## config.mk

```make
export PLATFORM = sky130hd
export DESIGN_NAME = fdsynch_vec_flat
export DESIGN_NICKNAME = d
export VERILOG_FILES = /design/src/rtl/fdsynch_vec_if.sv /design/src/rtl/fdsynch_vec.sv /design/src/flat_wrapper.sv
export SDC_FILE = /design/constraint.sdc
export NUM_CORES = 1
export LEC_CHECK = 0
export CORE_MARGIN = 3
export CORE_UTILIZATION = 54
export DETAILED_ROUTE_END_ITERATION = 6
export DONT_BUFFER_PORTS = 1
export MAX_ROUTING_LAYER = met4
export PLACE_DENSITY = 0.72
export SYNTH_ARGS = -nofsm -noshare
export SYNTH_HDL_FRONTEND = slang
export SYNTH_SLANG_ARGS = --single-unit
```

## constraint.sdc

```tcl
create_clock -name sys_clk -period 1 [get_ports sys_clk]
set_input_delay 0.2 -clock sys_clk [delete_from_list [all_inputs] [get_ports sys_clk]]
set_output_delay 0.2 -clock sys_clk [all_outputs]
set_load 0.01 [all_outputs]
```

## src/rtl/fdsynch_vec_if.sv

```systemverilog
// Load/data/handshake bundle for the multi-channel synchronised loader.
interface fdsynch_vec_if #(
  parameter int unsigned WIDTH    = 8,
  parameter int unsigned CHANNELS = 2
);
  logic [CHANNELS-1:0]       ld;
  logic [CHANNELS*WIDTH-1:0] d;
  logic [CHANNELS*WIDTH-1:0] q;
  logic [CHANNELS*WIDTH-1:0] qn;
  logic [CHANNELS-1:0]       ack;
  logic [CHANNELS-1:0]       upd;
  logic                      any_upd;

  modport master (output ld, d, input q, qn, ack, upd, any_upd);
  modport slave  (input ld, d, output q, qn, ack, upd, any_upd);
endinterface

```

## src/rtl/fdsynch_vec.sv

```systemverilog
// Per-channel ld synchroniser that loads d into q on a level or toggle request,
// advancing only on sys_clk edges where the clk enable phase is high.
module fdsynch_vec #(
  parameter int unsigned      WIDTH    = 8,
  parameter int unsigned      CHANNELS = 2,
  parameter int unsigned      STAGES   = 2,
  parameter int unsigned      MODE     = 0,
  parameter logic [WIDTH-1:0] INIT     = '0
) (
  input  logic         sys_clk,
  input  logic         reset,
  input  logic         clk,
  fdsynch_vec_if.slave bus
);

  localparam int unsigned LAST = STAGES - 1;

  logic [CHANNELS-1:0] load_vec_c;
  logic                any_upd_q;

  for (genvar n = 0; n < CHANNELS; n++) begin : g_ch
    logic [STAGES-1:0] sync_q;
    logic              ld_prev_q;
    logic [WIDTH-1:0]  q_q;
    logic [WIDTH-1:0]  qn_q;
    logic              upd_q;
    logic              load_c;

    // Level mode loads while the synchronised ld is high; toggle mode on any change.
    always_comb begin
      load_c = 1'b0;
      if (clk) begin
        if (MODE == 1) load_c = sync_q[LAST] ^ ld_prev_q;
        else           load_c = sync_q[LAST];
      end
    end

    always_ff @(posedge sys_clk) begin
      if (reset) begin
        sync_q    <= '0;
        ld_prev_q <= 1'b0;
        q_q       <= INIT;
        qn_q      <= ~INIT;
        upd_q     <= 1'b0;
      end else begin
        upd_q <= load_c;
        if (clk) begin
          sync_q    <= {sync_q[STAGES-2:0], bus.ld[n]};
          ld_prev_q <= sync_q[LAST];
        end
        if (load_c) begin
          q_q  <= bus.d[n*WIDTH +: WIDTH];
          qn_q <= ~bus.d[n*WIDTH +: WIDTH];
        end
      end
    end

    assign bus.q[n*WIDTH +: WIDTH]  = q_q;
    assign bus.qn[n*WIDTH +: WIDTH] = qn_q;
    assign bus.ack[n]               = sync_q[LAST];
    assign bus.upd[n]               = upd_q;
    assign load_vec_c[n]            = load_c;
  end

  // Registered alongside upd so it pulses in the same cycle.
  always_ff @(posedge sys_clk) begin
    if (reset) any_upd_q <= 1'b0;
    else       any_upd_q <= |load_vec_c;
  end

  assign bus.any_upd = any_upd_q;

endmodule

```

## src/flat_wrapper.sv

```systemverilog
// flat-port wrapper written by rule: the top's interface ports become plain ports
module fdsynch_vec_flat 
#(
  parameter int unsigned      WIDTH    = 8,
  parameter int unsigned      CHANNELS = 2,
  parameter int unsigned      STAGES   = 2,
  parameter int unsigned      MODE     = 0,
  parameter logic [WIDTH-1:0] INIT     = '0
)
  (sys_clk, reset, clk, bus_ld, bus_d, bus_q, bus_qn, bus_ack, bus_upd, bus_any_upd);
  fdsynch_vec_if #(.WIDTH(WIDTH), .CHANNELS(CHANNELS)) bus_i ();
  input  logic sys_clk;
  input  logic reset;
  input  logic clk;
  input wire logic [$bits(bus_i.ld)-1:0] bus_ld;
  input wire logic [$bits(bus_i.d)-1:0] bus_d;
  output wire logic [$bits(bus_i.q)-1:0] bus_q;
  output wire logic [$bits(bus_i.qn)-1:0] bus_qn;
  output wire logic [$bits(bus_i.ack)-1:0] bus_ack;
  output wire logic [$bits(bus_i.upd)-1:0] bus_upd;
  output wire logic [$bits(bus_i.any_upd)-1:0] bus_any_upd;
  assign bus_i.ld = bus_ld;
  assign bus_i.d = bus_d;
  assign bus_q = bus_i.q;
  assign bus_qn = bus_i.qn;
  assign bus_ack = bus_i.ack;
  assign bus_upd = bus_i.upd;
  assign bus_any_upd = bus_i.any_upd;
  fdsynch_vec #(.WIDTH(WIDTH), .CHANNELS(CHANNELS), .STAGES(STAGES), .MODE(MODE), .INIT(INIT)) u_core (.sys_clk(sys_clk), .reset(reset), .clk(clk), .bus(bus_i));
endmodule
```

# ---- After elaboration in Yosys (flattened, before gate mapping)
# Cells that the tools add are included.
# Widths: inputs -> output; s select.
dict set report totals {
  reg_bits 39
  inputBits 21
  out_inout_bits 37
  wordCells 14
}
dict set report classes {
  mux 2
  n_bitwise 2
  reduce_logical 1
}
# cell count
set op_table {}
lappend op_table {{$not 8->8} 2}
lappend op_table {{$mux 1} 2}
lappend op_table {{$reduce_or 2->1} 1}

# ---- Logic depth before layout (Yosys ltp)
dict set report logic_depth {
  depth_word 2
  mapped_depth 4
}

# ---- Worst setup path after synthesis
# OpenSTA, ideal clock, no wires.
dict set report synth_timing {
  path_type {reg2reg}
  from {register u_core.g_ch[0].sync_q[1]}
  to {register u_core.g_ch[0].qn_q[0]}
  setup_ps 120
  arrival_ps 911
  required_ps 880
  setup_slack_ps -31
  path_stages_with_launch 5
  path_cell_list {dfxtp_1 -> buf_6 -> and2_1 -> buf_6 -> o31a_1}
}
dict set report synth_via {
  elab_chain_len 1
}
# item line
set synth_rtl {}
lappend synth_rtl {{start: declaration} fdsynch_vec.sv:22} ;# logic [STAGES-1:0] sync_q;
lappend synth_rtl {{start signal: assignment} fdsynch_vec.sv:48} ;# sync_q <= {sync_q[STAGES-2:0], bus.ld[n]};
lappend synth_rtl {{$mux 1} fdsynch_vec.sv:32} ;# if (clk) begin
lappend synth_rtl {{end signal: assignment} fdsynch_vec.sv:43} ;# qn_q <= ~INIT;
lappend synth_rtl {{end signal: assignment} fdsynch_vec.sv:53} ;# qn_q <= ~bus.d[n*WIDTH +: WIDTH];
lappend synth_rtl {{end: declaration} fdsynch_vec.sv:25} ;# logic [WIDTH-1:0] qn_q;
# No other way between the ends.
# A chain may end at the register's enable or synchronous reset.

# ---- Worst setup path after layout
dict set report layout_timing {
  from {register u_core.g_ch[0].sync_q[1]}
  to {register u_core.g_ch[0].qn_q[7]}
}
# Same word-level chain as after synthesis.

==> impl_metrics.csv <==
group,metric,value,unit
power,irDropWorstVdd,1.371,mV
grt,grt_pass1_wl,4229,µm
placement,numPortBuffers,0,
grt,overflow,0,
timing,timing.fmax,987.8,MHz
timing,fin_crit,1012,ps
worst_setup_path,cpLargestDelayFamily,"flip-flops",
worst_hold_path,hold_path.class,"primary input to flip-flop",
route,drt_iter0_markers,47,
clock_network,cts_sinks,39,
worst_setup_path,cp_max_fo,19,
worst_setup_path,worst_setup_path_end_kind,"flip-flop",
timing,tightest_slew,163.7,ps
logic_synthesis,yosysUniqueCellTypes,19,
route,ant_nets,0,
worst_setup_path,worstReg2RegEnd,"u_core.g_ch[0].qn_q[7]",
clock_network,cts_tree,"yes",
finish,area_growth,5.822,%
timing,relSlewSlack,0.8909,
worst_setup_path,cpPeakStageDelay,370,ps
die,initial_core_util,0.5826,
timing,skew,6.378,ps
route,drc,0,
power,power_density,1635,nW/µm²
worst_setup_path,path_buf_inv,1,
flow_run,drv_cap,0,
worst_hold_path,hp-start,"reset",
worst_hold_path,hold_depth,1,
placement,gp_congestion,0.8931,
worst_setup_path,rrSetupSlack,-10,ps
finish,drive_gt1_frac,0.1739,
worst_setup_path,worstReg2RegStart,"u_core.g_ch[0].sync_q[1]",
route,via_per_inst,5.946,
worst_setup_path,rr_worst_depth,3,
clock_network,cts_root_buf,"clkbuf_4",
logic_synthesis,synthesis.nets,160,
die,core,2545,µm²
route,via_count,999,
logic_synthesis,avgSynthCellArea,10.67,µm²
status,violations,"negative hold slack, negative setup slack",
die,fp.dieW,58.40,µm
worst_setup_path,path_depth,3,
status,status,"finished with violations",
clock_network,cts_buffers,5,
power,finalPower,2.565,mW
logic_synthesis,yosys_warnings,0,
die,die-height,58.40,µm
clock_network,clock_latency,320,ps
grt,first_global_vias,975,
timing,setup_viol,5,
die,die_area,3411,µm²
grt,groute.usage.overall,0.1655,
logic_synthesis,yosysSeqAreaShare,0.5266,
timing,hold_viol,15,
finish,nets,158,
logic_synthesis,ys_ff_latch,39,
route,first_pass_iters,4,
worst_setup_path,path_class,"flip-flop to flip-flop",
clock_network,clock_tree.buffer_depth,2,
clock_network,htree_levels,2,
logic_synthesis,syn_inst,139,
worst_setup_path,critPathSlowestCell,"dfxtp_4",
placement,dp_hpwl,1780,µm
placement,pre_cts_ws,11.66,ps
timing,slew_viol_final,0,
timing,setup_ws,-12.36,ps
worst_setup_path,crit_required,1220,ps
die,rows,18,
die,ios,58,
timing,fin_crit_sh,1.012,
route,wirelength,2794,µm
worst_setup_path,critical_path_arrival,1230,ps
power,power.leakage,0.5706,nW
finish,n_antenna_cell,0,
worst_setup_path,startpoint_type,"flip-flop",
worst_setup_path,path_cells,"buf_12, and2_4, o31a_1",
grt,antenna_found_initial,0,
grt,grt_max_degree,52,
timing,holdWs,-67.84,ps
route,wl_per_cell,16.63,µm
timing,rsz0062_at_grt,"true",
clock_network,clkTransAtPathRegs,100,ps
logic_synthesis,syn_area,1483,µm²
worst_hold_path,whs_endpoint,"u_core.g_ch[1].upd_q",
## worst max path at each step
stage	from	endpoint
2_1_floorplan	u_core.g_ch[1].sync_q[1]	u_core.g_ch[1].qn_q[6]
3_3_place_gp	u_core.g_ch[0].sync_q[1]	u_core.g_ch[0].q_q[1]
3_5_place_dp	u_core.g_ch[0].sync_q[1]	u_core.g_ch[0].q_q[7]
4_1_cts	u_core.g_ch[1].sync_q[1]	bus_ack[1]
5_1_grt	u_core.g_ch[0].sync_q[1]	u_core.g_ch[0].qn_q[1]
6_report	u_core.g_ch[0].sync_q[1]	u_core.g_ch[0].qn_q[7]
## flip-flops by register name, summed over array words and instances (netlist names)
| register | flops |
|---|---|
| u_core.bus.any_upd | 1 |
| u_core.g_ch.q_q | 16 |
| u_core.g_ch.qn_q | 16 |
| u_core.g_ch.sync_q | 4 |
| u_core.g_ch.upd_q | 2 |
## Yosys cell counts
master    count  area, µm²
a21bo_2       4      40.04
nor2_1        5      18.77
nor2b_1       2      12.51
o31a_1       12      105.1
nand3_1       4      20.02
buf_2         4      20.02
dfxtp_1      39      780.8
o21ai_0       7      35.03
o21ai_1       5      25.02
a21o_1        8      60.06
nand2b_1     12      75.07
and2_1        2      12.51
nor3b_1       1      7.510
mux2i_1       4      40.04
buf_6         4      45.04
clkbuf_1      4      15.01
a21oi_1       4      20.02
buf_4         6      45.04
nand4b_1     12      105.1
## per-layer routing
layer,track usage,wire length (µm),vias to the layer above
met4,0.07947,28,0
li1,-,-,489
met1,0.1753,1228,465
met5,-,0,-
met2,0.2648,1309,41
met3,0.07018,228,4
## placed cells by master (no fill, tap or decap), drive strengths merged, types with 2 or more instances in the layout
cell	netlist	routed
and2	2	5
nor2	5	5
o31a	12	12
nand4b	12	12
a21o	8	8
dfxtp	39	39
buf	14	6
o21ai	12	12
mux2i	4	4
nand2b	12	12
clkbuf	4	8
nand3	4	4
nor2b	2	2
a21oi	4	4
a21bo	4	4
## timing repair
action,4_1_cts,5_1_grt
setup buffers,3,0
pin swaps,0,2
endpoints found under the setup margin,3,15
resized for setup,7,4
hold endpoints to repair,21,24
cloned,0,3
## area by class of cell
cell class | instances | area [µm²]
fill | 223 | 975.9
clock buffer | 8 | 68.82
timing repair buffer | 6 | 68.82
tap | 30 | 37.54
sequential | 39 | 788.3
multi-input combinational | 85 | 605.6
## stage by stage
stage | hold WS, ps | cells | setup TNS (ps) | utilization | cell area, µm²
CTS | -84.93 | 165 | -92.88 | 0.6052 | 1540
detailed placement | 272.3 | 154 | 0 | 0.5600 | 1425
finish | -67.84 | 168 | -50.71 | 0.6165 | 1569
floorplan | 347.2 | 139 | -8.201 | - | 1490
global route | -95.87 | 168 | -302.7 | 0.6165 | 1569
global placement | 270.3 | 154 | 0 | 0.5600 | 1425
## where the power goes
part           total, mW  switching (mW)  internal (mW)
Sequential          1.60          0.0276           1.58
Clock              0.867           0.453          0.414
Combinational     0.0936          0.0342         0.0594
## logic make-up after synthesis
family	share of synthesized area
AO/OA/AOI/OAI	0.1924
buffers and inverters	0.08438
flip-flops	0.5266
multiplexers	0.02701
AND/OR/NAND/NOR	0.1696
(Power assumes the default switching activity.)
